==> config.mk <==
export PLATFORM = sky130hd
export DESIGN_NAME = pipe_ctrl
export DESIGN_NICKNAME = d
export VERILOG_FILES = /design/src/rtl/pipe_ctrl.sv
export SDC_FILE = /design/constraint.sdc
export NUM_CORES = 1
export LEC_CHECK = 0
export ABC_AREA = 1
export CAP_MARGIN = 20
export CORE_UTILIZATION = 40
export DETAILED_ROUTE_END_ITERATION = 8
export PLACE_DENSITY = 0.85
export SYNTH_ARGS = -nofsm -noshare
export SYNTH_HDL_FRONTEND = slang
export SYNTH_SLANG_ARGS = --single-unit
==> constraint.sdc <==
create_clock -name clk -period 2.95 [get_ports clk]
set_input_delay 0.295 -clock clk [delete_from_list [all_inputs] [get_ports clk]]
set_output_delay 0.295 -clock clk [all_outputs]
set_load 0.005 [all_outputs]
==> src/rtl/pipe_ctrl.sv <==
// Hazard and sequencing controller for the 5-stage pipeline: PC enable plus IF/ID, ID/EX, EX/MEM enable/flush.
// Optional PIPE_CTRL_PERF_EN adds saturating stall/flush/load-use event counters.
module pipe_ctrl #(
    parameter int FLUSH_CYCLES = 2,
    parameter int REG_ADDR_W   = 5
) (
    input  logic                  clk,
    input  logic                  rst_n,
    input  logic [REG_ADDR_W-1:0] q2_rs1_i,
    input  logic [REG_ADDR_W-1:0] q2_rs2_i,
    input  logic                  q2_use_rs1_i,
    input  logic                  q2_use_rs2_i,
    input  logic [REG_ADDR_W-1:0] q3_rd_i,
    input  logic                  q3_memread_i,
    input  logic                  branch_taken_i,
    input  logic                  imem_ready_i,
    input  logic                  dmem_busy_i,
    output logic                  pc_en_o,
    output logic                  q1q2_en_o,
    output logic                  q1q2_flush_o,
    output logic                  q2q3_en_o,
    output logic                  q2q3_flush_o,
    output logic                  q3q4_en_o
`ifdef PIPE_CTRL_PERF_EN
    ,
    output logic [31:0]           stall_cnt_o,
    output logic [31:0]           flush_cnt_o,
    output logic [31:0]           loaduse_cnt_o
`endif
);

    // state | meaning
    // RUN   | normal issue; load-use and fetch-wait hazards are resolved here
    // FLUSH | post-branch window; IF/ID is flushed until cnt ready-cycles have elapsed
    typedef enum logic {ST_RUN, ST_FLUSH} state_t;

    state_t     state_q, state_d;
    logic [2:0] cnt_q, cnt_d;
    logic       load_use;

    assign load_use = q3_memread_i && (q3_rd_i != '0) &&
                      ((q2_use_rs1_i && (q2_rs1_i == q3_rd_i)) ||
                       (q2_use_rs2_i && (q2_rs2_i == q3_rd_i)));

    always_comb begin
        state_d      = state_q;
        cnt_d        = cnt_q;
        pc_en_o      = 1'b1;
        q1q2_en_o    = 1'b1;
        q1q2_flush_o = 1'b0;
        q2q3_en_o    = 1'b1;
        q2q3_flush_o = 1'b0;
        q3q4_en_o    = 1'b1;
        if (dmem_busy_i) begin
            pc_en_o   = 1'b0;
            q1q2_en_o = 1'b0;
            q2q3_en_o = 1'b0;
            q3q4_en_o = 1'b0;
        end else if (branch_taken_i) begin
            q1q2_flush_o = 1'b1;
            q2q3_flush_o = 1'b1;
            if (FLUSH_CYCLES > 1) begin
                state_d = ST_FLUSH;
                cnt_d   = 3'(FLUSH_CYCLES - 1);
            end else begin
                state_d = ST_RUN;
                cnt_d   = 3'd0;
            end
        end else if (state_q == ST_FLUSH) begin
            q1q2_flush_o = 1'b1;
            pc_en_o      = imem_ready_i;
            if (imem_ready_i) begin
                cnt_d = cnt_q - 3'd1;
                if (cnt_q <= 3'd1) begin
                    cnt_d   = 3'd0;
                    state_d = ST_RUN;
                end
            end
        end else if (load_use) begin
            pc_en_o      = 1'b0;
            q1q2_en_o    = 1'b0;
            q2q3_flush_o = 1'b1;
        end else if (!imem_ready_i) begin
            pc_en_o      = 1'b0;
            q1q2_flush_o = 1'b1;
        end
        // Held in reset the pipeline is kept empty regardless of the inputs.
        if (!rst_n) begin
            pc_en_o      = 1'b0;
            q1q2_en_o    = 1'b0;
            q1q2_flush_o = 1'b1;
            q2q3_en_o    = 1'b0;
            q2q3_flush_o = 1'b1;
            q3q4_en_o    = 1'b0;
        end
    end

    always_ff @(posedge clk or negedge rst_n) begin
        if (!rst_n) begin
            state_q <= ST_RUN;
            cnt_q   <= 3'd0;
        end else begin
            state_q <= state_d;
            cnt_q   <= cnt_d;
        end
    end

`ifdef PIPE_CTRL_PERF_EN
    logic [31:0] stall_cnt_q, stall_cnt_d;
    logic [31:0] flush_cnt_q, flush_cnt_d;
    logic [31:0] loaduse_cnt_q, loaduse_cnt_d;
    logic        branch_evt, lu_evt;

    assign branch_evt = !dmem_busy_i && branch_taken_i;
    assign lu_evt     = !dmem_busy_i && !branch_taken_i && (state_q == ST_RUN) && load_use;

    always_comb begin
        stall_cnt_d   = stall_cnt_q;
        flush_cnt_d   = flush_cnt_q;
        loaduse_cnt_d = loaduse_cnt_q;
        if (!pc_en_o && (stall_cnt_q != '1))
            stall_cnt_d = stall_cnt_q + 32'd1;
        if (branch_evt && (flush_cnt_q != '1))
            flush_cnt_d = flush_cnt_q + 32'd1;
        if (lu_evt && (loaduse_cnt_q != '1))
            loaduse_cnt_d = loaduse_cnt_q + 32'd1;
    end

    always_ff @(posedge clk or negedge rst_n) begin
        if (!rst_n) begin
            stall_cnt_q   <= '0;
            flush_cnt_q   <= '0;
            loaduse_cnt_q <= '0;
        end else begin
            stall_cnt_q   <= stall_cnt_d;
            flush_cnt_q   <= flush_cnt_d;
            loaduse_cnt_q <= loaduse_cnt_d;
        end
    end

    assign stall_cnt_o   = stall_cnt_q;
    assign flush_cnt_o   = flush_cnt_q;
    assign loaduse_cnt_o = loaduse_cnt_q;
`endif

endmodule
==> flow_summary.toml <==
[timing]
tightest_slew_ns = 0.251
finalCritPeriodShare = 0.762
rsz0062_at_grt = "no"
post-route-min-period_ns = 2.25
drv_slew = 0
max_freq_ghz = 0.445
setup_viol_count_final = 0
relSlewSlack = 0.832
hold-worst-slack_ns = 0.287
fin_tns_setup_ns = 0
skew_ns = 0.00446
hold_violations = 0

[route]
routed_wl_um = 1250
drcViolationCount = 0
via_count = 670
firstDrtPassIters = 4
drtIter0Drc = 22
ant_nets = 0
via_per_inst = 4.65
wl_per_cell_um = 8.67

[setup_path]
end_kind = "output port"
required_ns = 2.65
path_class = "input port to output port"
worstPathArrival_ns = 1.95
path_max_fanout = 4
crit_path_start_kind = "input port"

[synthesis]
synth_seq_cells = 4
syn_area_um2 = 546
syn_area_per_cell_um2 = 5.46
synth_top_flop_cell = "dfrtp_1"
synth_warnings = 0
yosysUniqueCellTypes = 20
synth_cells = 100
seq_area_frac_synth = 0.183
synth_edf_count = 0
syn_nets = 125
synthArstFlopShare = 1.00

[power]
power_density_nw_per_um2 = 330
max-vdd-ir-drop_v = 0.000386
power.leakage_nw = 0.478

[layout]
finalInstanceArea_um2 = 858
final_cell_mix = "nand2_1, clkdlybuf4s50_1, inv_1"
fill_cells = 115
final_common_cell = "nand2_1"
finish.utilization = 0.724
drive_above_1_share = 0.108
area_growth_pct = 57.3
final_nets = 157
num_antenna_cells = 0

[floorplanning]
die_x_um = 38.9
initial_core_util = 0.460
pin_count = 29
core_um2 = 1190
fp.dieH_um = 38.9
row_count = 12
dieArea_um2 = 1520

[clock_network]
h-tree-depth = 1
numCtsBuffers = 3
cts_tree = "yes"
cts_setup_buffers = 0
clkLatencyLatePin_ns = 0.23
clock_tree.buffer_depth = 2
post_cts_resized = 0
clk_pin_slew_ns = 0.04
clock-sinks = 4
cts_hold_buffers = 0
clockRootBuffer = "clkbuf_4"

[global_routing]
grtUsageTotal = 0.208
antenna_found_initial = 0
grt_pass1_vias = 577
grt_overflow = 0
grt_pass1_wl_um = 2210
grt_max_degree = 7

[place]
placed_cell_area_um2 = 836
post-dp-hpwl_um = 1090
place_congestion = 0.758
place.port_buffers = 28

[flow_run]
cap_violations = 0

[min_path]
hold_path.class = "input port to async pin"

[status]
status = "complete, no violations"
-- worst paths after layout --
| kind | startpoint | endpoint | slack, ns | cells past startpoint |
|---|---|---|---|---|
| max reg2reg | cnt_q[0] | cnt_q[1] | 1.68 | 5 |
| min | rst_n | state_q | 0.29 | 1 |
| max | q3_rd_i[0] | q2q3_flush_o | 0.70 | 10 |
| max in group asynchronous | rst_n | cnt_q[0] | 2.47 | 1 |
| min in group clk | cnt_q[0] | cnt_q[0] | 0.58 | 2 |
| min reg2reg | cnt_q[0] | cnt_q[0] | 0.58 | 2 |
-- registers in the layout (all words and copies together) (netlist names) --
name	flops
cnt_q	3
state_q	1
-- area by class of cell --
cell class	instances	area (um^2)	area share
Sequential cell	4	100	0.117
Timing Repair Buffer	28	280	0.327
Tap cell	14	17.5	0.0204
Multi-Input combinational cell	69	340	0.397
Inverter	26	97.6	0.114
Clock buffer	3	22.5	0.0262
-- critical path, cell delays in order --
cell,delay (ns)
clkdlybuf4s50_1,0.54
inv_2,0.05
nand2_1,0.05
nand2_1,0.05
nor2_1,0.09
nand3_1,0.09
nand2_2,0.09
nand3_1,0.08
o21ai_2,0.11
clkdlybuf4s50_1,0.50
-- Yosys cell counts, types with 2 or more instances --
master    n  area share
ha_1      2       0.046
a21oi_1   2       0.018
inv_2     6       0.041
nand2_1  33        0.23
o21ai_2   2       0.032
nand3_1   6       0.055
inv_1    20        0.14
nor2_1   14       0.096
dfrtp_1   4        0.18
-- stage by stage --
step,power [mW],std cells,worst slack (ns)
2_1_floorplan,0.159,100,1.78
3_3_place_gp,0.214,141,0.701
3_5_place_dp,0.219,141,0.692
4_1_cts,0.287,144,0.684
5_1_grt,0.311,144,0.550
6_report,0.283,144,0.702
-- metal layers --
metal	GRT usage	routed length (um)	vias up
li1	-	-	364
met1	0.259	579	287
met2	0.367	615	19
met3	0.0694	54	0
met4	0	0	0
met5	0	0	-
-- power by group --
group	internal (mW)	switching (mW)	total [mW]
sequential	0.0679	0.0101	0.0780
combinational	0.0699	0.0697	0.140
clock	0.0453	0.0200	0.0654
total	0.183	0.0999	0.283
-- cells by family after synthesis --
group,synth area share
fa+ha+maj,0.0459
simple gates,0.431
compound gates,0.131
buf+inv,0.193
xor+xnor,0.0161
flops,0.183
Power figures use the tool's default switching activity.
